<file path="config.mk">
export PLATFORM = sky130hd
export DESIGN_NAME = rom_arbiter
export DESIGN_NICKNAME = d
export VERILOG_FILES = /design/src/rtl/rom_arbiter_pkg.sv /design/src/rtl/rom_arbiter_rr_arb2.sv /design/src/rtl/rom_arbiter.sv
export SDC_FILE = /design/constraint.sdc
export NUM_CORES = 1
export LEC_CHECK = 0
export ABC_AREA = 1
export BUFFER_PORTS_ARGS = -buffer_cell sky130_fd_sc_hd__buf_2
export CORE_ASPECT_RATIO = 0.75
export CORE_MARGIN = 4
export CORE_UTILIZATION = 48
export CTS_CLUSTER_SIZE = 20
export DETAILED_ROUTE_END_ITERATION = 10
export PLACE_DENSITY = 0.79
export SLEW_MARGIN = 40
export SYNTH_ARGS = -nofsm -noshare
export SYNTH_HDL_FRONTEND = slang
export SYNTH_SLANG_ARGS = --single-unit
</file>
<file path="constraint.sdc">
create_clock -name clk -period 2.6 [get_ports clk]
set_input_delay 0.39 -clock clk [delete_from_list [all_inputs] [get_ports clk]]
set_output_delay 0.39 -clock clk [all_outputs]
set_load 0.02 [all_outputs]
</file>
<file path="src/rtl/rom_arbiter_pkg.sv">
// Shared definitions for the two-port ROM arbiter: default widths and port IDs.
package rom_arbiter_pkg;

  localparam int ADDR_W_DEF = 10;
  localparam int DATA_W_DEF = 32;

  typedef enum logic {
    PORT_IF = 1'b0,
    PORT_LD = 1'b1
  } port_id_t;

  // Map a one-hot grant vector to the granted port (only meaningful when a grant exists).
  function automatic port_id_t grant_to_id(input logic [1:0] gnt);
    return gnt[1] ? PORT_LD : PORT_IF;
  endfunction

endpackage

</file>
<file path="src/rtl/rom_arbiter_rr_arb2.sv">
// Two-request round-robin arbiter; remembers the last granted port and favours the other on a tie.
module rr_arb2
  import rom_arbiter_pkg::*;
(
  input  logic       clk,
  input  logic       reset,
  input  logic [1:0] req,
  output logic [1:0] gnt
);

  port_id_t last_gnt;

  // NOTE: combinational outputs get a default first so no path leaves them unassigned (no latch).
  always_comb begin
    gnt = req;
    if (req == 2'b11) begin
      gnt = (last_gnt == PORT_LD) ? 2'b01 : 2'b10;
    end
  end

  // NOTE: sequential state uses non-blocking assignments so every register samples pre-edge values.
  always_ff @(posedge clk or posedge reset) begin
    if (reset) begin
      last_gnt <= PORT_LD;
    end else if (|gnt) begin
      last_gnt <= grant_to_id(gnt);
    end
  end

endmodule

</file>
<file path="src/rtl/rom_arbiter.sv">
// Shares one synchronous-read ROM between two requesters with round-robin arbitration,
// one access per cycle, and a registered response two cycles after each grant.
module rom_arbiter
  import rom_arbiter_pkg::*;
#(
  parameter int ADDR_W = ADDR_W_DEF,
  parameter int DATA_W = DATA_W_DEF
) (
  input  logic              clk,
  input  logic              reset,
  input  logic              req0,
  input  logic [ADDR_W-1:0] addr0,
  output logic              gnt0,
  output logic              rvalid0,
  output logic [DATA_W-1:0] rdata0,
  input  logic              req1,
  input  logic [ADDR_W-1:0] addr1,
  output logic              gnt1,
  output logic              rvalid1,
  output logic [DATA_W-1:0] rdata1,
  output logic [ADDR_W-1:0] rom_addr,
  input  logic [DATA_W-1:0] rom_dout
);

  logic [1:0]        gnt;
  logic [ADDR_W-1:0] last_addr;
  logic              s1_valid;
  port_id_t          s1_id;

  rr_arb2 u_arb (
    .clk   (clk),
    .reset (reset),
    .req   ({req1, req0}),
    .gnt   (gnt)
  );

  assign gnt0 = gnt[0];
  assign gnt1 = gnt[1];

  // Park the ROM address on the last granted one so the ROM input stays quiet when idle.
  always_comb begin
    rom_addr = last_addr;
    if (gnt[0]) begin
      rom_addr = addr0;
    end else if (gnt[1]) begin
      rom_addr = addr1;
    end
  end

  // Stage 1: the ROM samples rom_addr at this edge; remember who asked.
  always_ff @(posedge clk or posedge reset) begin
    if (reset) begin
      last_addr <= '0;
      s1_valid  <= 1'b0;
      s1_id     <= PORT_IF;
    end else begin
      s1_valid <= |gnt;
      if (|gnt) begin
        last_addr <= rom_addr;
        s1_id     <= grant_to_id(gnt);
      end
    end
  end

  // Stage 2: rom_dout is valid now; steer it to the requesting port's response registers.
  always_ff @(posedge clk or posedge reset) begin
    if (reset) begin
      rvalid0 <= 1'b0;
      rvalid1 <= 1'b0;
      rdata0  <= '0;
      rdata1  <= '0;
    end else begin
      rvalid0 <= s1_valid && (s1_id == PORT_IF);
      rvalid1 <= s1_valid && (s1_id == PORT_LD);
      if (s1_valid && (s1_id == PORT_IF)) begin
        rdata0 <= rom_dout;
      end
      if (s1_valid && (s1_id == PORT_LD)) begin
        rdata1 <= rom_dout;
      end
    end
  end

endmodule

</file>
# == Yosys cells after proc, flatten, opt, wreduce, memory -nomap -nowiden ==
# Index checks and enable logic that the tools add are counted.
# totals
register_bits,79
output_inout_bits,78
wordCells,18
# op_classes
n_eq_ne,1
muxes,5
n_bitwise,1
reduce_logical,3
# ops
cell,n
2-to-1 mux 10 bit,2
2-to-1 mux 2 bit,2
== test 2 bit (second input constant),1
logical AND 1 bit,2
OR reduction 2 bit,1
2-to-1 mux 1 bit,1
NOT 1 bit,1

# == Depth between registers and ports, before layout ==
# Gate-level depths: netlist (run 1).
# depth
word_depth,4
ltp_mapped,6
mapped_depth_nobuf,4

# == Hierarchy ==
# Synthesis (run 1) repeated with hierarchy kept, for this count alone.
# hier_totals
cells_unflattened,358
area_unflattened_um2,3096.7
# by_module_without_submodules
mod,n_inst,cells_each,area_each_um2,seq_area_each_um2
rom_arbiter,1,346,3027.9,1951.9
rr_arb2,1,12,68.8,26.3

# == Worst setup path before layout (run 1) ==
# Ideal clock, no wire load.
# synth_timing
path_type,flip-flop to output port
start,register u_arb.last_gnt
end,output rom_addr[1]
arrival_ns,1.061
path_slack_ns,1.149
stages_incl_launch_ff,6
path_buffers,1
cell_sequence,dfstp_2 -> inv_1 -> nand2_1 -> buf_4 -> nand3_1 -> nand3_1
# synth_via
elab_chain_cells,4
# synth_lines
item,line,source
from (decl),rom_arbiter_rr_arb2.sv:11,port_id_t last_gnt;
from (signal assigned),rom_arbiter_rr_arb2.sv:26,last_gnt <= grant_to_id(gnt);
2-to-1 mux 2 bit *,rom_arbiter_rr_arb2.sv:17,gnt = (last_gnt == PORT_LD) ? 2'b01 : 2'b10;
2-to-1 mux 2 bit *,rom_arbiter_rr_arb2.sv:16,if (req == 2'b11) begin
2-to-1 mux 10 bit,rom_arbiter.sv:45,end else if (gnt[1]) begin
2-to-1 mux 10 bit *,rom_arbiter.sv:43,if (gnt[0]) begin
to (decl),rom_arbiter.sv:21,"output logic [ADDR_W-1:0] rom_addr,"
# Every way passes the cells marked *; elsewhere a longest branch is shown, timed or not.

# == Final worst setup path (run 1) ==
# layout_timing
start,register u_arb.last_gnt
end,output rom_addr[3]
# The elaborated chain is that of the path after synthesis.

==> results of run 1 <==
-- report_power, final --
group / switching [mW] / internal, mW
Sequential: 0.138 / 1.49
Clock: 0.412 / 0.436
Combinational: 0.707 / 0.351
Total: 1.26 / 2.28
-- layer usage --
metal	GRT usage (%)	wire length, um	vias up
li1	-	-	1318
met5	0	0	-
met4	5.374	65	0
met3	5.882	626	7
met1	25.93	3340	1227
met2	28.80	3258	94
-- critical path, delay by kind of cell (launching register included) --
kind	cells	cell delay, ns
buf+inv	2	0.22
simple gates	3	0.59
flops	1	0.54
-- cell usage in the layout, fill, tap and decap left out, types with 9 or more instances in the layout --
cell      Yosys  routed
clkbuf_8      0       9
inv_1        39      38
o21ai_0       9       9
dfrtp_1      78      78
nand2_1      70      68
nand4_1      10      10
nand3_1      30      30
buf_2         0     133
nand3_2      10      10
o21ai_1      57      57
-- registers in the layout, summed over array words and instances (netlist names) --
name	flops
s1_valid	1
u_arb.last_gnt	1
rvalid1	1
rdata0	32
s1_id	1
rvalid0	1
last_addr	10
rdata1	32
-- stage by stage --
step           hold WS [ns]  util, %  cell area [sq um]  instances  setup slack, ns
2_1_floorplan        0.4753        -               3222        326           0.1883
3_3_place_gp         0.4662    60.39               3872        525           0.7887
3_5_place_dp         0.4730    60.39               3872        525           0.7241
4_1_cts              0.1634    63.30               4059        540           0.5142
5_1_grt              0.1255    63.32               4060        540           0.3504
6_report             0.1032    63.32               4060        540           0.5362
-- area by class of cell --
type,instances,area (sq um)
fill,549,2352
sequential,79,1978
multi-input combinational,187,917.1
timing repair buffer,137,720.7
inverter,41,156.4
clock buffer,9,123.9
tap,81,101.3
clock inverter,6,62.56
-- logic make-up after synthesis --
logic type | after synthesis
and+or+nand+nor | 121
AOI/OAI and AO/OA | 66
buffers and inverters | 60
DFF | 79
-- how the worst min path moves through the flow --
stage / depth (start not counted) / endpoint / start / slack [ns]
floorplan: 2 / u_arb.last_gnt / u_arb.last_gnt / 0.48
global placement: 2 / rdata1[29] / rdata1[29] / 0.47
detailed placement: 2 / rdata1[29] / rdata1[29] / 0.47
CTS: 2 / rdata0[8] / reset / 0.16
global route: 2 / rdata0[9] / reset / 0.13
finish: 2 / rdata1[5] / reset / 0.10
==> flow_summary.toml, run 1 <==
[setup_path]
crit_slowest_cell = "dfstp_2"
cp_common_cell = "nand3_1"
worstPathCellList = "inv_1 > nand2_1 > nand3_1 > nand3_1 > buf_2"
r2r_cells = 5
arrival_ns = 1.67
reg2reg_setup_slack_ns = 1.19
crit_required_ns = 2.21
worstPathMaxFanout = 12
worstReg2RegEnd = "rdata0[7]"
startpoint_type = "flip-flop"
cp-startpoint = "u_arb.last_gnt"
slowest_delay_ns = 0.54
worstSetupEndpoint = "rom_addr[3]"
worstSetupPathType = "reg -> out"
endpoint_kind = "output pin"
crit-reg2reg-launch = "s1_id"

[yosys]
syn_avg_cell_area_sq_um = 9.883
synth_commonest_cells = "dfrtp_1, nand2_1, o21ai_1, inv_1, nand3_1"
ys_seq_elements = 79
synth_cells = 326
ys.flop_type = "dfrtp_1"
synth_largest_area_cell = "dfrtp_1"
synth-adder-area-share_pct = 0
syn-num-nets = 382
synth_edf_count = 0
synth_warnings = 0
synth_top_area_share_pct = 60.58
synth-simple-area-share_pct = 18.06
synth_compound_area_share_pct = 10.25
async_flop_share_pct = 100.0
yosys-top-cells-area = "dfrtp_1, o21ai_1, nand2_1"
synth_top_family_by_area = "simple AND/OR/NAND/NOR gates"
synth_area_sq_um = 3222
synthDistinctLibCells = 15
yosysMostFrequentCell = "dfrtp_1"
synth_seq_area_share_pct = 61.40
synthXorXnorAreaFrac_pct = 0
synthMuxAreaShare_pct = 0

[sta]
slew-limit-headroom_pct = 61.99
finalClockSkew_ns = 0.008012
fin_tns_setup_ns = 0
maxSlewViolCount = 0
final_hold_viol_count = 0
worst_pin_slew_ns = 0.5682
rsz0062_at_grt = "false"
setup_viol = 0
maxClockFrequency_ghz = 0.4845
min_period_ns = 2.064
min_period_over_period_pct = 79.38

[floorplanning]
dieArea_sq_um = 8100
io_pins = 134
die_height_um = 78.95
die_x_um = 102.6
start_util_pct = 50.24
num_rows = 25
coreArea_sq_um = 6412

[cts]
cts_buffers = 9
cts_max_level = 3
cts_root_buf = "clkbuf_8"
cts_tree = "done"
clock-sinks = 79
cts_setup_buffers = 0
clock_path_buffers = 2
cts_repair_resize_count = 0
worst_skew_pair.late_latency_ns = 0.33
clk_pin_slew_worst_paths_ns = 0.08
cts_hold_buf = 0

[route]
vias_per_cell = 4.900
drt-total-wl_um = 7290
routedWlPerCell_um = 13.50
antenna_left = 0
vias = 2646
first_pass_iters = 4
drc = 0
drtIter0Drc = 74

[flow_run]
maxCapViolations = 0

[worst_hold_path]
hold_path.class = "in -> async"

[global_routing]
grt_max_degree = 43
grt_pass1_vias = 2569
antenna_found_initial = 0
track_usage_pct = 18.83
grt_pass1_wl_um = 12050
grt_remaining_overflow = 0

[outcome]
outcome = "completed"

[power]
ir_drop_uv = 439.7
power_mw = 3.533
p_leak_nw = 2.269
powerDensity_nw_per_um2 = 870.3

[final_layout]
antenna_cells = 0
areaGrowthSynthToFinish_pct = 26.02
layout.nets = 511
drive_gt1_share_pct = 36.82

[place]
io_buffers = 133
gp_congestion = 0.8014
dp_hpwl_um = 5214
(Power assumes the default switching activity.)
==> run 2, diff against run 1 <==
--- a/config.mk
+++ b/config.mk
@@ -9,10 +9,10 @@
 export BUFFER_PORTS_ARGS = -buffer_cell sky130_fd_sc_hd__buf_2
 export CORE_ASPECT_RATIO = 0.75
 export CORE_MARGIN = 4
-export CORE_UTILIZATION = 48
+export CORE_UTILIZATION = 43
 export CTS_CLUSTER_SIZE = 20
 export DETAILED_ROUTE_END_ITERATION = 10
-export PLACE_DENSITY = 0.79
+export PLACE_DENSITY = 0.75
 export SLEW_MARGIN = 40
 export SYNTH_ARGS = -nofsm -noshare
 export SYNTH_HDL_FRONTEND = slang
==> constraint.sdc (replaced) <==
create_clock -name clk -period 1.8 [get_ports clk]
set_input_delay 0.27 -clock clk [delete_from_list [all_inputs] [get_ports clk]]
set_output_delay 0.27 -clock clk [all_outputs]
set_load 0.02 [all_outputs]
==> run 2 against run 1 <==
Effect of this change: count of clock-buffer cells in the layout rose by 1; worst hold slack got worse by 0.034 ns; flip-flop and latch count unchanged; die area is 11% higher; non-clock buffer count grew 7; final cell count grew 5.7%; worst setup slack worse by 0.50 ns; largest cell class unchanged; largest power group unchanged.
==> flow_summary.toml, run 2 (synthesis gave the netlist of run 1 again) <==
[final_layout]
layout.nets = 521
drive_gt1_share_pct = 40.21
layout_commonest_cell = "buf_2"
areaGrowthSynthToFinish_pct = 32.27
antenna_cells = 0
final_util_pct = 58.40
num-fill-cells = 675
reg.largest.list = "rdata0 x32, rdata1 x32, last_addr x10"
final_cells = 571
final_cell_mix = "buf_2, dfrtp_1, nand2_1"

[floorplanning]
die_x_um = 108.0
coreArea_sq_um = 7297
die_height_um = 82.97
num_rows = 27
start_util_pct = 44.15
dieArea_sq_um = 8956
io_pins = 134

[setup_path]
worstPathMaxFanout = 10
worstSetupPathType = "reg -> out"
startpoint_type = "flip-flop"
cp_common_cell = "buf_4"
endpoint_kind = "output pin"
path_buf_inv = 2
slowest_delay_ns = 0.57
critical-path-top-delay-family = "flip-flops"
worstPathCellList = "buf_4 > nand2_8 > nand3_2 > nand3_1 > buf_4"
arrival_ns = 1.49
crit_slowest_cell = "dfstp_2"
crit_required_ns = 1.53

[sta]
rsz0062_at_grt = "true"
final_hold_viol_count = 0
min_period_ns = 1.761
setup_viol = 0
worst_pin_slew_ns = 0.5069
slew-limit-headroom_pct = 66.21
finalClockSkew_ns = 0.007742
fin_tns_setup_ns = 0
maxClockFrequency_ghz = 0.5678
min_period_over_period_pct = 97.84
timing.hold.ws_ns = 0.06908
maxSlewViolCount = 0

[place]
place_inst = 549
gp_congestion = 0.7535
dp_hpwl_um = 5408
io_buffers = 133

[route]
drtIter0Drc = 130
drt-total-wl_um = 7838
antenna_left = 0
vias = 2708
vias_per_cell = 4.743
drc = 0
routedWlPerCell_um = 13.73
first_pass_iters = 4

[cts]
cts_tree = "done"
clock-sinks = 79
cts_buffers = 9
cts_max_level = 3
clock_path_buffers = 2
clk_pin_slew_worst_paths_ns = 0.08
cts_hold_buf = 0
worst_skew_pair.late_latency_ns = 0.34
cts_root_buf = "clkbuf_8"

[global_routing]
use_met1_pct = 23.66
grt_use_met2_pct = 26.75
grt-busiest-layer = "met2"
met3_usage_pct = 7.071
antenna_found_initial = 0
grt_pass1_vias = 2653
grt_pass1_wl_um = 12710
grt_max_degree = 41
track_usage_pct = 17.58
grt_remaining_overflow = 0

[power]
p_leak_nw = 2.337
ir_drop_uv = 668.8
powerDensity_nw_per_um2 = 1242

[outcome]
outcome = "completed"

[flow_run]
maxCapViolations = 0

[worst_hold_path]
hold_path.class = "in -> async"
run 2: metal layers:
layer | share of wire [%] | wire [um]
met5 | 0 | 0
met4 | 0.75 | 59
met3 | 7.8 | 611
met2 | 45 | 3566
met1 | 46 | 3601
run 2: cell type report:
cell class / count / area, sq um / area share [%]
clock buffer: 10 / 137.6 / 3.230
clock inverter: 6 / 67.56 / 1.585
inverter: 41 / 157.7 / 3.699
multi-input combinational: 190 / 1016 / 23.84
sequential: 79 / 1978 / 46.42
tap: 101 / 126.4 / 2.965
timing repair buffer: 144 / 778.2 / 18.26
run 2: per-stage QoR:
stage	area, sq um	total power [mW]	setup WS, ns
after floorplan	3226	3.382	0.4690
after global placement	3905	3.884	0.2685
after detailed placement	3905	3.930	0.1566
after CTS	4145	5.300	0.008925
after global routing	4262	5.624	-0.03169
final	4262	5.293	0.03893
run 2: timing repair:
action,4_1_cts,5_1_grt
buffers inserted,0,3
gates cloned,1,2
gates resized for setup,7,17
setup endpoints to repair,12,10
pin swaps,0,2
run 2: power breakdown:
part / internal [mW] / switching, mW / leakage (nW)
registers: 2.15 / 0.195 / 0.966
clock network: 0.683 / 0.651 / 0.0989
logic: 0.545 / 1.07 / 1.27
total: 3.38 / 1.92 / 2.34
run 2: worst paths after layout:
kind                           startpoint            to  slack [ns]  cells after the start
min                                 reset    rdata1[28]        0.07                      3
min in group clk              rom_dout[2]     rdata1[2]        0.18                      3
max in group asynchronous           reset    rdata0[14]        1.36                      3
min reg2reg                    rdata1[20]    rdata1[20]        0.49                      2
max                        u_arb.last_gnt   rom_addr[2]        0.04                      5
max reg2reg                u_arb.last_gnt  last_addr[4]        0.61                      5
run 2: tightest hold or removal path, stage by stage:
cell	delay, ns
buf_2	0.12
clkinvlp_4	0.06
buf_4	0.41
==> run 3, diff against run 2 <==
--- a/config.mk
+++ b/config.mk
@@ -12,6 +12,7 @@
 export CORE_UTILIZATION = 43
 export CTS_CLUSTER_SIZE = 20
 export DETAILED_ROUTE_END_ITERATION = 10
+export MAX_ROUTING_LAYER = met4
 export PLACE_DENSITY = 0.75
 export SLEW_MARGIN = 40
 export SYNTH_ARGS = -nofsm -noshare
==> run 3 against run 2 <==
Effect of this change: via count increased by 1.0%; largest cell class unchanged; critical path type unchanged; routed wire length about the same; die area did not move; register-to-register slack is essentially flat; clock power barely moved; combinational power barely moved; first-iteration DRC count unchanged; largest power group unchanged; sequential share of layout area is the same; flip-flop and latch count unchanged; clock skew shrank 0.00077 ns.
==> flow_summary.toml, run 3 (synthesis gave the netlist of run 1 again) <==
[final_layout]
num-fill-cells = 675
antenna_cells = 0
final_cells = 571
final_cell_mix = "buf_2, dfrtp_1, nand2_1"
design_area_sq_um = 4262
drive_gt1_share_pct = 40.21
final_util_pct = 58.40
reg.largest.list = "rdata0 x32, rdata1 x32, last_addr x10"
areaGrowthSynthToFinish_pct = 32.27
layout_commonest_cell = "buf_2"
layout.nets = 521

[sta]
min_period_ns = 1.758
min_period_over_period_pct = 97.68
final_hold_viol_count = 0
slew-limit-headroom_pct = 66.26
finalClockSkew_ns = 0.006976
worst_pin_slew_ns = 0.5061
maxSlewViolCount = 0
timing.hold.ws_ns = 0.06575
maxClockFrequency_ghz = 0.5688
rsz0062_at_grt = "true"
setup_viol = 0

[cts]
clock-sinks = 79
cts_max_level = 3
worst_skew_pair.late_latency_ns = 0.34
cts_tree = "done"
clock_path_buffers = 2
cts_buffers = 9
clk_pin_slew_worst_paths_ns = 0.08
cts_root_buf = "clkbuf_8"

[power]
intPower_mw = 3.378
power_frac_seq_pct = 44.3
ir_drop_uv = 669.9
switching_share_pct = 36.22
p_leak_nw = 2.337
combPwrFrac_pct = 30.5
p_sw_mw = 1.918
p_clk_share_pct = 25.2
powerDensity_nw_per_um2 = 1243
power_mw = 5.296

[setup_path]
startpoint_type = "flip-flop"
crit_required_ns = 1.53
endpoint_kind = "output pin"
worstSetupPathType = "reg -> out"
worstPathMaxFanout = 10
arrival_ns = 1.49

[global_routing]
grt_pass1_wl_um = 12700
antenna_found_initial = 0
grt_remaining_overflow = 0
grt_pass1_vias = 2654
grt_max_degree = 41
track_usage_pct = 18.05

[floorplanning]
die_x_um = 108.0
dieArea_sq_um = 8956
coreArea_sq_um = 7297
io_pins = 134
die_height_um = 82.97
num_rows = 27
start_util_pct = 44.15

[route]
first_pass_iters = 4
routedWlPerCell_um = 13.74
drc = 0
drt-total-wl_um = 7843
vias = 2735
drtIter0Drc = 130
antenna_left = 0
vias_per_cell = 4.790

[place]
dp_hpwl_um = 5408
place_inst = 549
gp_congestion = 0.7632
place_area_sq_um = 3905
io_buffers = 133

[worst_hold_path]
hold_path.class = "in -> async"

[outcome]
outcome = "completed"

[flow_run]
maxCapViolations = 0
## run 3: worst max-delay path, cell delays in order, from the launching register on
cell	delay (ns)
dfstp_2	0.56
buf_4	0.15
nand2_8	0.09
nand3_2	0.09
nand3_1	0.09
buf_4	0.17
## run 3: power by group through the flow
stage | clock (mW) | combinational, mW | sequential, mW
global route | 1.47 | 1.76 | 2.40
finish | 1.34 | 1.61 | 2.35
global placement | 0 | 1.52 | 2.36
detailed placement | 0 | 1.56 | 2.37
CTS | 1.37 | 1.58 | 2.35
floorplan | 0 | 0.592 | 2.79
## run 3: metrics by stage
step / worst slack [ns] / setup TNS, ns
2_1_floorplan: 0.4690 / 0
3_3_place_gp: 0.2685 / 0
3_5_place_dp: 0.1566 / 0
4_1_cts: 0.008925 / 0
5_1_grt: -0.03168 / -0.1626
6_report: 0.04184 / 0
## run 3: path summary, 6_finish.rpt
path | from | endpoint | slack, ns | cells after the start
setup / recovery | u_arb.last_gnt | rom_addr[2] | 0.04 | 5
hold / removal | reset | rdata1[28] | 0.07 | 3
setup reg to reg | u_arb.last_gnt | last_addr[4] | 0.61 | 5
hold reg to reg | rdata1[20] | rdata1[20] | 0.49 | 2
max in group asynchronous | reset | rdata0[14] | 1.36 | 3
min in group clk | rom_dout[2] | rdata1[2] | 0.18 | 3
## run 3: layout make-up
type	instances	area [sq um]	area share, %
Inverter	41	157.7	3.699
Timing Repair Buffer	144	778.2	18.26
Multi-Input combinational cell	190	1016	23.84
Sequential cell	79	1978	46.42
Clock inverter	6	67.56	1.585
Tap cell	101	126.4	2.965
Clock buffer	10	137.6	3.230
## run 3: what timing repair did
item                       CTS  global route
setup endpoints to repair   12            10
gates resized for setup      7            17
setup buffers                0             3
hold buffers                 0             0
hold endpoints to repair     0             0
pin swaps                    0             2
cloned                       1             2
## run 3: routing by layer
layer	vias to the layer above	wire, um	global-route usage, %
met5	-	0	-
met4	0	57	4.128
met3	6	604	6.449
met2	121	3574	26.64
met1	1261	3607	24.07
li1	1347	-	-
